<file path="config.mk">
export PLATFORM = sky130hd
export DESIGN_NAME = xmuladd
export DESIGN_NICKNAME = d
export VERILOG_FILES = /design/src/rtl/xmuladd.sv
export SDC_FILE = /design/constraint.sdc
export NUM_CORES = 2
export LEC_CHECK = 0
export ABC_AREA = 1
export CORE_ASPECT_RATIO = 1.5
export CORE_UTILIZATION = 45
export CTS_CLUSTER_SIZE = 16
export DETAILED_ROUTE_END_ITERATION = 7
export HOLD_SLACK_MARGIN = 0.08
export MAX_ROUTING_LAYER = met4
export PLACE_DENSITY = 0.76
export SYNTH_ARGS = -nofsm -noshare
export SYNTH_HDL_FRONTEND = slang
export SYNTH_SLANG_ARGS = --single-unit
</file>
<file path="constraint.sdc">
create_clock -name clk -period 7.7 [get_ports clk]
set_clock_uncertainty 0.1 [all_clocks]
set_input_delay 0.77 -clock clk [delete_from_list [all_inputs] [get_ports clk]]
set_output_delay 0.77 -clock clk [all_outputs]
set_load 0.01 [all_outputs]
</file>
<file path="src/rtl/xmuladd.sv">
// xmuladd: pipelined multiply / multiply-accumulate functional unit.
// Two operands are picked from the flow bus, multiplied through PIPE product
// stages, then either streamed (MUL_LO / MUL_HI) or accumulated per period
// (MAC / MSUB). A run/done handshake frames each run.
// Optional build macro: XMULADD_SAT_EN saturates the shifted result to DATA_W
// instead of wrapping it.
//
// Handshake: run is a one-cycle request honoured only while the FSM is IDLE
// (it latches every conf_* input on that edge); done is a one-cycle pulse that
// is high in exactly the cycle the run's final flow_out value first appears.
// dbg_state exposes the FSM state (0 IDLE, 1 DELAY, 2 RUN, 3 DRAIN).
module xmuladd #(
    parameter int DATA_W = 32,
    parameter int N_SRC  = 16,
    parameter int SEL_W  = 4,
    parameter int CNT_W  = 10,
    parameter int PIPE   = 2
) (
    input  logic                      clk,
    input  logic                      rst,
    input  logic                      run,
    output logic                      done,
    input  logic [N_SRC*DATA_W-1:0]   flow_in,
    output logic [DATA_W-1:0]         flow_out,
    input  logic [SEL_W-1:0]          conf_sela,
    input  logic [SEL_W-1:0]          conf_selb,
    input  logic [1:0]                conf_fns,
    input  logic [5:0]                conf_shift,
    input  logic [CNT_W-1:0]          conf_per,
    input  logic [CNT_W-1:0]          conf_iter,
    input  logic [CNT_W-1:0]          conf_delay,
    output logic [1:0]                dbg_state
);

    localparam int PW = 2 * DATA_W;
    localparam logic [2:0] DRAIN_LAST = 3'(PIPE + 1);
    localparam logic [7:0] HI_OFF     = 8'(DATA_W - 1);

    typedef enum logic [1:0] {S_IDLE, S_DELAY, S_RUN, S_DRAIN} state_t;
    typedef enum logic [1:0] {FN_LO, FN_HI, FN_MAC, FN_MSUB} fn_t;

    state_t           state_q, state_d;
    logic [CNT_W-1:0] per_cnt_q, per_cnt_d;
    logic [CNT_W-1:0] iter_cnt_q, iter_cnt_d;
    logic [CNT_W-1:0] delay_cnt_q, delay_cnt_d;
    logic [2:0]       drain_cnt_q, drain_cnt_d;
    logic             done_q, done_d;
    logic             cfg_load;
    logic             smp_v, smp_first, smp_last;

    // latched configuration
    logic [SEL_W-1:0] sela_q, selb_q;
    fn_t              fns_q;
    logic [5:0]       shift_q;
    logic [CNT_W-1:0] per_q, iter_q;

    // datapath
    logic [DATA_W-1:0]    src [N_SRC];
    logic [DATA_W-1:0]    opa_q, opb_q;
    logic                 op_v_q, op_first_q, op_last_q;
    logic signed [PW-1:0] a_ext, b_ext, prod;
    logic signed [PW-1:0] p_q [PIPE];
    logic [PIPE-1:0]      pv_q, pf_q, pl_q;
    logic signed [PW-1:0] p_last;
    logic signed [PW-1:0] acc_q, acc_d;
    logic                 acc_v_q, acc_last_q;
    logic [7:0]           sh_amt;
    logic [DATA_W-1:0]    res;
    logic [DATA_W-1:0]    flow_out_q;
    logic                 out_upd;

    assign done      = done_q;
    assign flow_out  = flow_out_q;
    assign dbg_state = state_q;

    // FSM state and counter registers
    always_ff @(posedge clk or negedge rst) begin
        if (!rst) begin
            state_q     <= S_IDLE;
            per_cnt_q   <= '0;
            iter_cnt_q  <= '0;
            delay_cnt_q <= '0;
            drain_cnt_q <= '0;
            done_q      <= 1'b0;
        end else begin
            state_q     <= state_d;
            per_cnt_q   <= per_cnt_d;
            iter_cnt_q  <= iter_cnt_d;
            delay_cnt_q <= delay_cnt_d;
            drain_cnt_q <= drain_cnt_d;
            done_q      <= done_d;
        end
    end

    // FSM next state, counters, sample strobe and done pulse
    always_comb begin
        state_d     = state_q;
        per_cnt_d   = per_cnt_q;
        iter_cnt_d  = iter_cnt_q;
        delay_cnt_d = delay_cnt_q;
        drain_cnt_d = drain_cnt_q;
        done_d      = 1'b0;
        cfg_load    = 1'b0;
        smp_v       = 1'b0;
        smp_first   = (per_cnt_q == '0);
        smp_last    = (per_cnt_q == per_q - CNT_W'(1));
        case (state_q)
            S_IDLE: begin
                if (run) begin
                    cfg_load    = 1'b1;
                    per_cnt_d   = '0;
                    iter_cnt_d  = '0;
                    drain_cnt_d = '0;
                    delay_cnt_d = conf_delay;
                    if (conf_delay != '0)
                        state_d = S_DELAY;
                    else if (conf_per == '0 || conf_iter == '0)
                        state_d = S_DRAIN;
                    else
                        state_d = S_RUN;
                end
            end
            S_DELAY: begin
                delay_cnt_d = delay_cnt_q - CNT_W'(1);
                if (delay_cnt_q == CNT_W'(1))
                    state_d = (per_q == '0 || iter_q == '0) ? S_DRAIN : S_RUN;
            end
            S_RUN: begin
                smp_v = 1'b1;
                if (smp_last) begin
                    per_cnt_d = '0;
                    if (iter_cnt_q == iter_q - CNT_W'(1))
                        state_d = S_DRAIN;
                    else
                        iter_cnt_d = iter_cnt_q + CNT_W'(1);
                end else begin
                    per_cnt_d = per_cnt_q + CNT_W'(1);
                end
            end
            S_DRAIN: begin
                // the last sample needs PIPE+2 edges to reach flow_out
                if (drain_cnt_q == DRAIN_LAST) begin
                    done_d      = 1'b1;
                    drain_cnt_d = '0;
                    state_d     = S_IDLE;
                end else begin
                    drain_cnt_d = drain_cnt_q + 3'd1;
                end
            end
            default: state_d = S_IDLE;
        endcase
    end

    // configuration latch, loaded only when a run is accepted
    always_ff @(posedge clk or negedge rst) begin
        if (!rst) begin
            sela_q  <= '0;
            selb_q  <= '0;
            fns_q   <= FN_LO;
            shift_q <= '0;
            per_q   <= '0;
            iter_q  <= '0;
        end else if (cfg_load) begin
            sela_q  <= conf_sela;
            selb_q  <= conf_selb;
            fns_q   <= fn_t'(conf_fns);
            shift_q <= conf_shift;
            per_q   <= conf_per;
            iter_q  <= conf_iter;
        end
    end

    // split the flow bus into addressable sources
    always_comb begin
        for (int i = 0; i < N_SRC; i++) src[i] = flow_in[i*DATA_W +: DATA_W];
    end

    // operand registers: one sample per RUN cycle
    always_ff @(posedge clk or negedge rst) begin
        if (!rst) begin
            opa_q      <= '0;
            opb_q      <= '0;
            op_v_q     <= 1'b0;
            op_first_q <= 1'b0;
            op_last_q  <= 1'b0;
        end else begin
            op_v_q     <= smp_v;
            op_first_q <= smp_first;
            op_last_q  <= smp_last;
            if (smp_v) begin
                opa_q <= src[sela_q];
                opb_q <= src[selb_q];
            end
        end
    end

    assign a_ext  = {{DATA_W{opa_q[DATA_W-1]}}, opa_q};
    assign b_ext  = {{DATA_W{opb_q[DATA_W-1]}}, opb_q};
    assign prod   = a_ext * b_ext;
    assign p_last = p_q[PIPE-1];

    // product pipeline: PIPE stages carrying product, valid, first and last flags
    always_ff @(posedge clk or negedge rst) begin
        if (!rst) begin
            for (int i = 0; i < PIPE; i++) p_q[i] <= '0;
            pv_q <= '0;
            pf_q <= '0;
            pl_q <= '0;
        end else begin
            p_q[0]  <= prod;
            pv_q[0] <= op_v_q;
            pf_q[0] <= op_first_q;
            pl_q[0] <= op_last_q;
            for (int i = 1; i < PIPE; i++) begin
                p_q[i]  <= p_q[i-1];
                pv_q[i] <= pv_q[i-1];
                pf_q[i] <= pf_q[i-1];
                pl_q[i] <= pl_q[i-1];
            end
        end
    end

    // accumulator next value; a period restarts on its first product
    always_comb begin
        acc_d = acc_q;
        case (fns_q)
            FN_MAC:  acc_d = pf_q[PIPE-1] ? p_last : acc_q + p_last;
            FN_MSUB: acc_d = pf_q[PIPE-1] ? -p_last : acc_q - p_last;
            default: acc_d = p_last;
        endcase
    end

    // accumulator stage
    always_ff @(posedge clk or negedge rst) begin
        if (!rst) begin
            acc_q      <= '0;
            acc_v_q    <= 1'b0;
            acc_last_q <= 1'b0;
        end else begin
            acc_v_q    <= pv_q[PIPE-1];
            acc_last_q <= pl_q[PIPE-1];
            if (pv_q[PIPE-1]) acc_q <= acc_d;
        end
    end

    // scale the accumulator down to DATA_W; MUL_HI treats operands as Q(DATA_W-1)
    always_comb begin
        sh_amt = (fns_q == FN_HI) ? HI_OFF + {2'b00, shift_q} : {2'b00, shift_q};
`ifdef XMULADD_SAT_EN
        begin
            logic signed [PW-1:0] shifted;
            logic [PW-DATA_W:0]   hi;
            shifted = acc_q >>> sh_amt;
            hi      = shifted[PW-1:DATA_W-1];
            if (&hi || ~|hi)
                res = shifted[DATA_W-1:0];
            else
                res = shifted[PW-1] ? {1'b1, {(DATA_W-1){1'b0}}} : {1'b0, {(DATA_W-1){1'b1}}};
        end
`else
        res = DATA_W'(acc_q >>> sh_amt);
`endif
    end

    // streaming modes update every product, accumulating modes once per period
    assign out_upd = acc_v_q && (!fns_q[1] || acc_last_q);

    // output register
    always_ff @(posedge clk or negedge rst) begin
        if (!rst) flow_out_q <= '0;
        else if (out_upd) flow_out_q <= res;
    end

endmodule

</file>
# Word-level counts from Yosys, hierarchy flattened
# Cells that the tools add are included.
[op_classes] addsub=10 mul=1 n_lt_le_gt_ge=2 eq_ne=16 n_shift=1 mux=35 bitwise_logic=2 n_reduce_logical=20
[op_table] cell="32-bit binary-select mux with 4-bit select" count=2
[op_table] cell="32-bit two-way mux" count=4
[op_table] cell="64-bit two-way mux" count=2
[op_table] cell="64-bit case mux with 2 select lines" count=1
[op_table] cell="64-bit adder" count=1
[op_table] cell="32-bit by 32-bit multiplier with 64-bit output" count=1
[op_table] cell="64-bit negation" count=1
[op_table] cell="64-bit by 7-bit >>> shifter with 32-bit output" count=1
[op_table] cell="64-bit subtractor" count=1
[op_table] cell="10-bit case mux with 2 select lines" count=3
[op_table] cell="10-bit logical NOT" count=5
[op_table] cell="10-bit two-way mux" count=5
[op_table] cell="10-bit by 1-bit subtractor with 10-bit output, second input constant" count=3
[op_table] cell="10-bit by 1-bit adder with 10-bit output, second input constant" count=2
[op_table] cell="10-bit equality test" count=2
[op_table] cell="2-bit two-way mux" count=6
[op_table] cell="2-bit != test, second input constant" count=6
[op_table] cell="10-bit by 1-bit equality test with 1-bit output, second input constant" count=1
[op_table] cell="5-bit >= comparator, second input constant" count=2
[op_table] cell="4-bit NOT with 5-bit output" count=2
[op_table] cell="10-bit nonzero test" count=1
[op_table] cell="2-bit equality test, second input constant" count=4
[op_table] cell="2-bit case mux with 4 select lines" count=1
[op_table] cell="5-bit by 6-bit adder with 7-bit output, first input constant" count=1
[op_table] cell="other kinds (15)" count=29
[word_totals] reg_bits=371 input_bits=561 output_inout_bits=35 word_cells=113

# Logic depth before layout (Yosys ltp)
[logic_depth] word_depth=6 ltp_mapped=33 mapped_depth_nobuf=31

# Least setup slack after synthesis
# Ideal clock, no wire load.
[synth_timing] path_kind="register -> register" startpoint="register opa_q[31]" endpoint="register p_q[124] in the netlist's numbering" setup_time_ps=117 arrival_time_ps=7191 setup_slack_ps=292 stages_incl_launch_ff=28 path_buffers=2 cell_sequence="dfrtp_1 > clkbuf_1 > clkbuf_1 > nand2_1 > inv_1 > fa_1 > inv_1 > fa_1 > inv_1 > fa_1 > fa_1 > inv_1 > fa_1 > inv_1 > fa_1 > inv_1 > fa_1 > inv_1 > fa_1 > ha_1 > a21o_1 > o21bai_1 > a21oi_1 > o21ai_0 > a221oi_1 > nand2_1 > nand2_1 > nand2_1"
[synth_via] elab_chain_cells=1
[synth_rtl] element="from (decl)" line_no="59" text="logic [DATA_W-1:0] opa_q, opb_q;"
[synth_rtl] element="from (signal assigned)" line_no="191" text="opa_q <= src[sela_q];"
[synth_rtl] element="32-bit by 32-bit multiplier with 64-bit output" line_no="199" text="assign prod = a_ext * b_ext;"
[synth_rtl] element="net prod[60]" line_no="61" text="logic signed [PW-1:0] a_ext, b_ext, prod;"
[synth_rtl] element="to (signal, indexed assignment)" line_no="215" text="p_q[i] <= p_q[i-1];"
[synth_rtl] element="to (decl)" line_no="62" text="logic signed [PW-1:0] p_q [PIPE];"
# The timed path passes the listed nets, and every way through them passes these cells.
# A chain may end at the register's enable or synchronous reset.

# Final worst setup path
[layout_timing] startpoint="register opb_q[26]" endpoint="register p_q[124] in the netlist's numbering"
[layout_via] elab_chain_cells=1
[layout_rtl] element="from (decl)" line_no="59"
[layout_rtl] element="from (signal assigned)" line_no="192" text="opb_q <= src[selb_q];"
[layout_rtl] element="32-bit by 32-bit multiplier with 64-bit output" line_no="199"
[layout_rtl] element="net prod[60]" line_no="61"
# The timed path passes the listed nets, and every way through them passes these cells.

==> results.md <==
- CP startpoint kind: flip-flop
- Largest cells by area after synthesis: fa_1 28%, nand2_1 13%, dfrtp_1 12%
- DRC: 0
- DR pass1 iterations: 7
- Via count: 84700
- Max incr delay on CP: 0.64 ns
- Vias in the first global route: 87000
- Post-route cell area: 0.0904 mm^2
- Vias/cell: 5.81
- Tightest Pin Transition: approximately 1.8 ns
- Initial antenna violation count: 100
- Worst endpoint data arrival time: 8.02 ns
- Mean Syn Cell Area: 6.65 um^2
- Final Max Tran Viols: 3
- Detail Route Antenna Nets: 0
- Synth top area share: 27.5%
- Crit path max-delay cell type: dfrtp_1
- Ys async rst share: 100%
- Clock buffer depth: 3
- #FFs+latches synth: between 300 and 400
- WS Path Type: reg2reg
- Initial Util: 45.4%
- RePlAce Congestion: 1.11
- # port buffers: ~600
- Die Span X: 344 um
- Unique cell type count in the Yosys netlist: 55
- Initial detailed-routing violation count: around 8300
- # fillers: 17700
- Worst Path Required: 8.16 ns
- TritonCTS clock tree: yes
- Io pins: about 600
- YS warnings: 0
- Ys flop type: dfrtp_1
- Root buf cell: clkbuf_16
- Placement Cell Area: 0.0882 mm^2
- Number of synthesized flops with an enable pin: 0
- DIE HEIGHT: 514 um
- Cell mode on critical path: fa_1
- WL final: 399 mm
- Post-layout nets: 14100
- Core area: 0.173 mm^2
- Crit share post-route: 98.2%
- Synthesized netlist cell count: roughly 12000
- Sequential share of the synthesized area: 11.8%
- First-pass GRT wire length: 580 mm
- Failing checks: max-capacitance violations, max-slew violations
- Post-route minimum period: 7.56 ns
- # clock sinks: 371
- Fmax: ~130 MHz
- Die area: 0.177 mm^2
- Commonest cells post-synth: 2801 x nand2_1, 2382 x inv_1, 1211 x nor2_1, 1084 x fa_1, 817 x o21ai_0
- Global route overflow: 0
- Final hold violations: 0
- Synthesized area: 0.0788 mm^2
- Worst slew margin: -22.6%
- Area Growth Syn to Fin: 14.7%
- HP Class: reg2reg
- Detail Placement HPWL: 322 mm
- Final Setup Violations: 0
- Num rows: 187
- Mapped Nets: 13800
- Largest area contributor in the netlist: fa_1
- Status: finished, violations left
- Cts bufs inserted: between 40 and 50
- Largest net degree at the start of global routing: 181
- Wire per inst: 27.3 um
- Share of cells above drive strength 1: 4.33%
- Clock Latency Late Sink: 0.70 ns
- Number of max-cap violations: 2
- Worst setup EP type: flip-flop
- Most frequent cell after synthesis: nand2_1
- Total track usage: between 40 and 50%
- Crit-path max FO: 9
- H-tree Lvls: 2
- Clk slew on worst S/H paths: 0.07 ns
-- registers in the layout, summed over array words and instances, names as in the netlist, 6 cells and up --
register / flops
acc_q: 64
p_last: 64
p_q: 64
flow_out: 32
opa_q: 32
opb_q: 32
delay_cnt_q: 10
iter_cnt_q: 10
iter_q: 10
per_cnt_q: 10
per_q: 10
shift_q: 6
-- cells by family after synthesis --
kind of cell,Yosys count,share of synthesized area [%]
compound gates,1796,13.0
xor+xnor,145,1.61
fa+ha+maj,1408,32.7
buf+inv,3069,14.8
flops,371,11.8
mux,10,0.143
simple gates,5044,26.0
-- path summary, 6_finish.rpt --
path	startpoint	to	slack [ns]	cells after the start
worst max-delay path	opb_q[26]	p_q[124]	0.14	28
worst min-delay path	pf_q[0]	pf_q[1]	0.25	0
worst max register to register	opb_q[26]	p_q[124]	0.14	28
worst min register to register	pf_q[0]	pf_q[1]	0.25	0
max in group asynchronous	rst	flow_out[17]	5.48	3
min in group asynchronous	rst	opa_q[4]	0.57	2
-- metrics by stage --
| stage | setup TNS (ns) | hold WS, ns | cells | utilization (%) | setup WS (ns) |
|---|---|---|---|---|---|
| floorplan | 0 | 0.231 | 11800 | - | 0.292 |
| global placement | -0.0743 | 0.232 | 14400 | 50.9 | -0.0743 |
| detailed placement | -0.226 | 0.235 | 14400 | 50.9 | -0.0958 |
| CTS | -0.00875 | 0.248 | 14500 | 51.9 | -0.00875 |
| global route | -0.0260 | 0.248 | 14600 | 52.1 | -0.0257 |
| finish | 0 | 0.245 | 14600 | 52.1 | 0.141 |
-- per-layer routing --
layer	track usage, %	wire length [um]
met1	43.6	122000
met2	75.7	189000
met3	10.4	32300
met4	49.8	55700
met5	-	0
-- placed cells by master, fill, tap and decap left out, drive strengths merged, types with 95 or more instances in the layout --
cell type and n:
diode 122, clkdlybuf4s50 594, nand2 2803, inv 2398, fa 1084, nand4 95, o21ai 875, buf 333
a21oi 436, ha 324, nor2 1214, a31oi 109, dfrtp 371, nand3 762, o221ai 176, xor2 98
-- cell type report --
cell class | instances | area (um^2) | area share (%)
clock inverters | 31 | 443 | 0.490
inverters | 2404 | 9040 | 10.0
diodes | 122 | 305 | 0.338
clock buffers | 57 | 1250 | 1.39
repair buffers | 929 | 9160 | 10.1
well taps | 2268 | 2840 | 3.14
multi-input cells | 8403 | 58000 | 64.2
flip-flops and latches | 371 | 9320 | 10.3
-- critical path, delay by kind of cell, from the launching register on --
kind / cells / cell delay (ns)
AO/OA/AOI/OAI: 4 / 1.00
flip-flops: 1 / 0.64
buffers and inverters: 9 / 0.96
AND/OR/NAND/NOR: 6 / 0.50
adder cells (fa/ha/maj): 9 / 4.24
-- timing repair --
| item | in CTS | in global routing |
|---|---|---|
| buffers inserted | 0 | 4 |
| pin swaps | 0 | 1 |
| setup endpoints to repair | 6 | 32 |
| gates resized for setup | 3 | 34 |
| gates cloned | 0 | 0 |
| hold buffers | 1 | 0 |
| endpoints found under the hold margin | 71 | 0 |
Power is left out: the tool's default activity adds up to more than one toggle a clock period on the data nets, which glitch-free logic cannot reach.
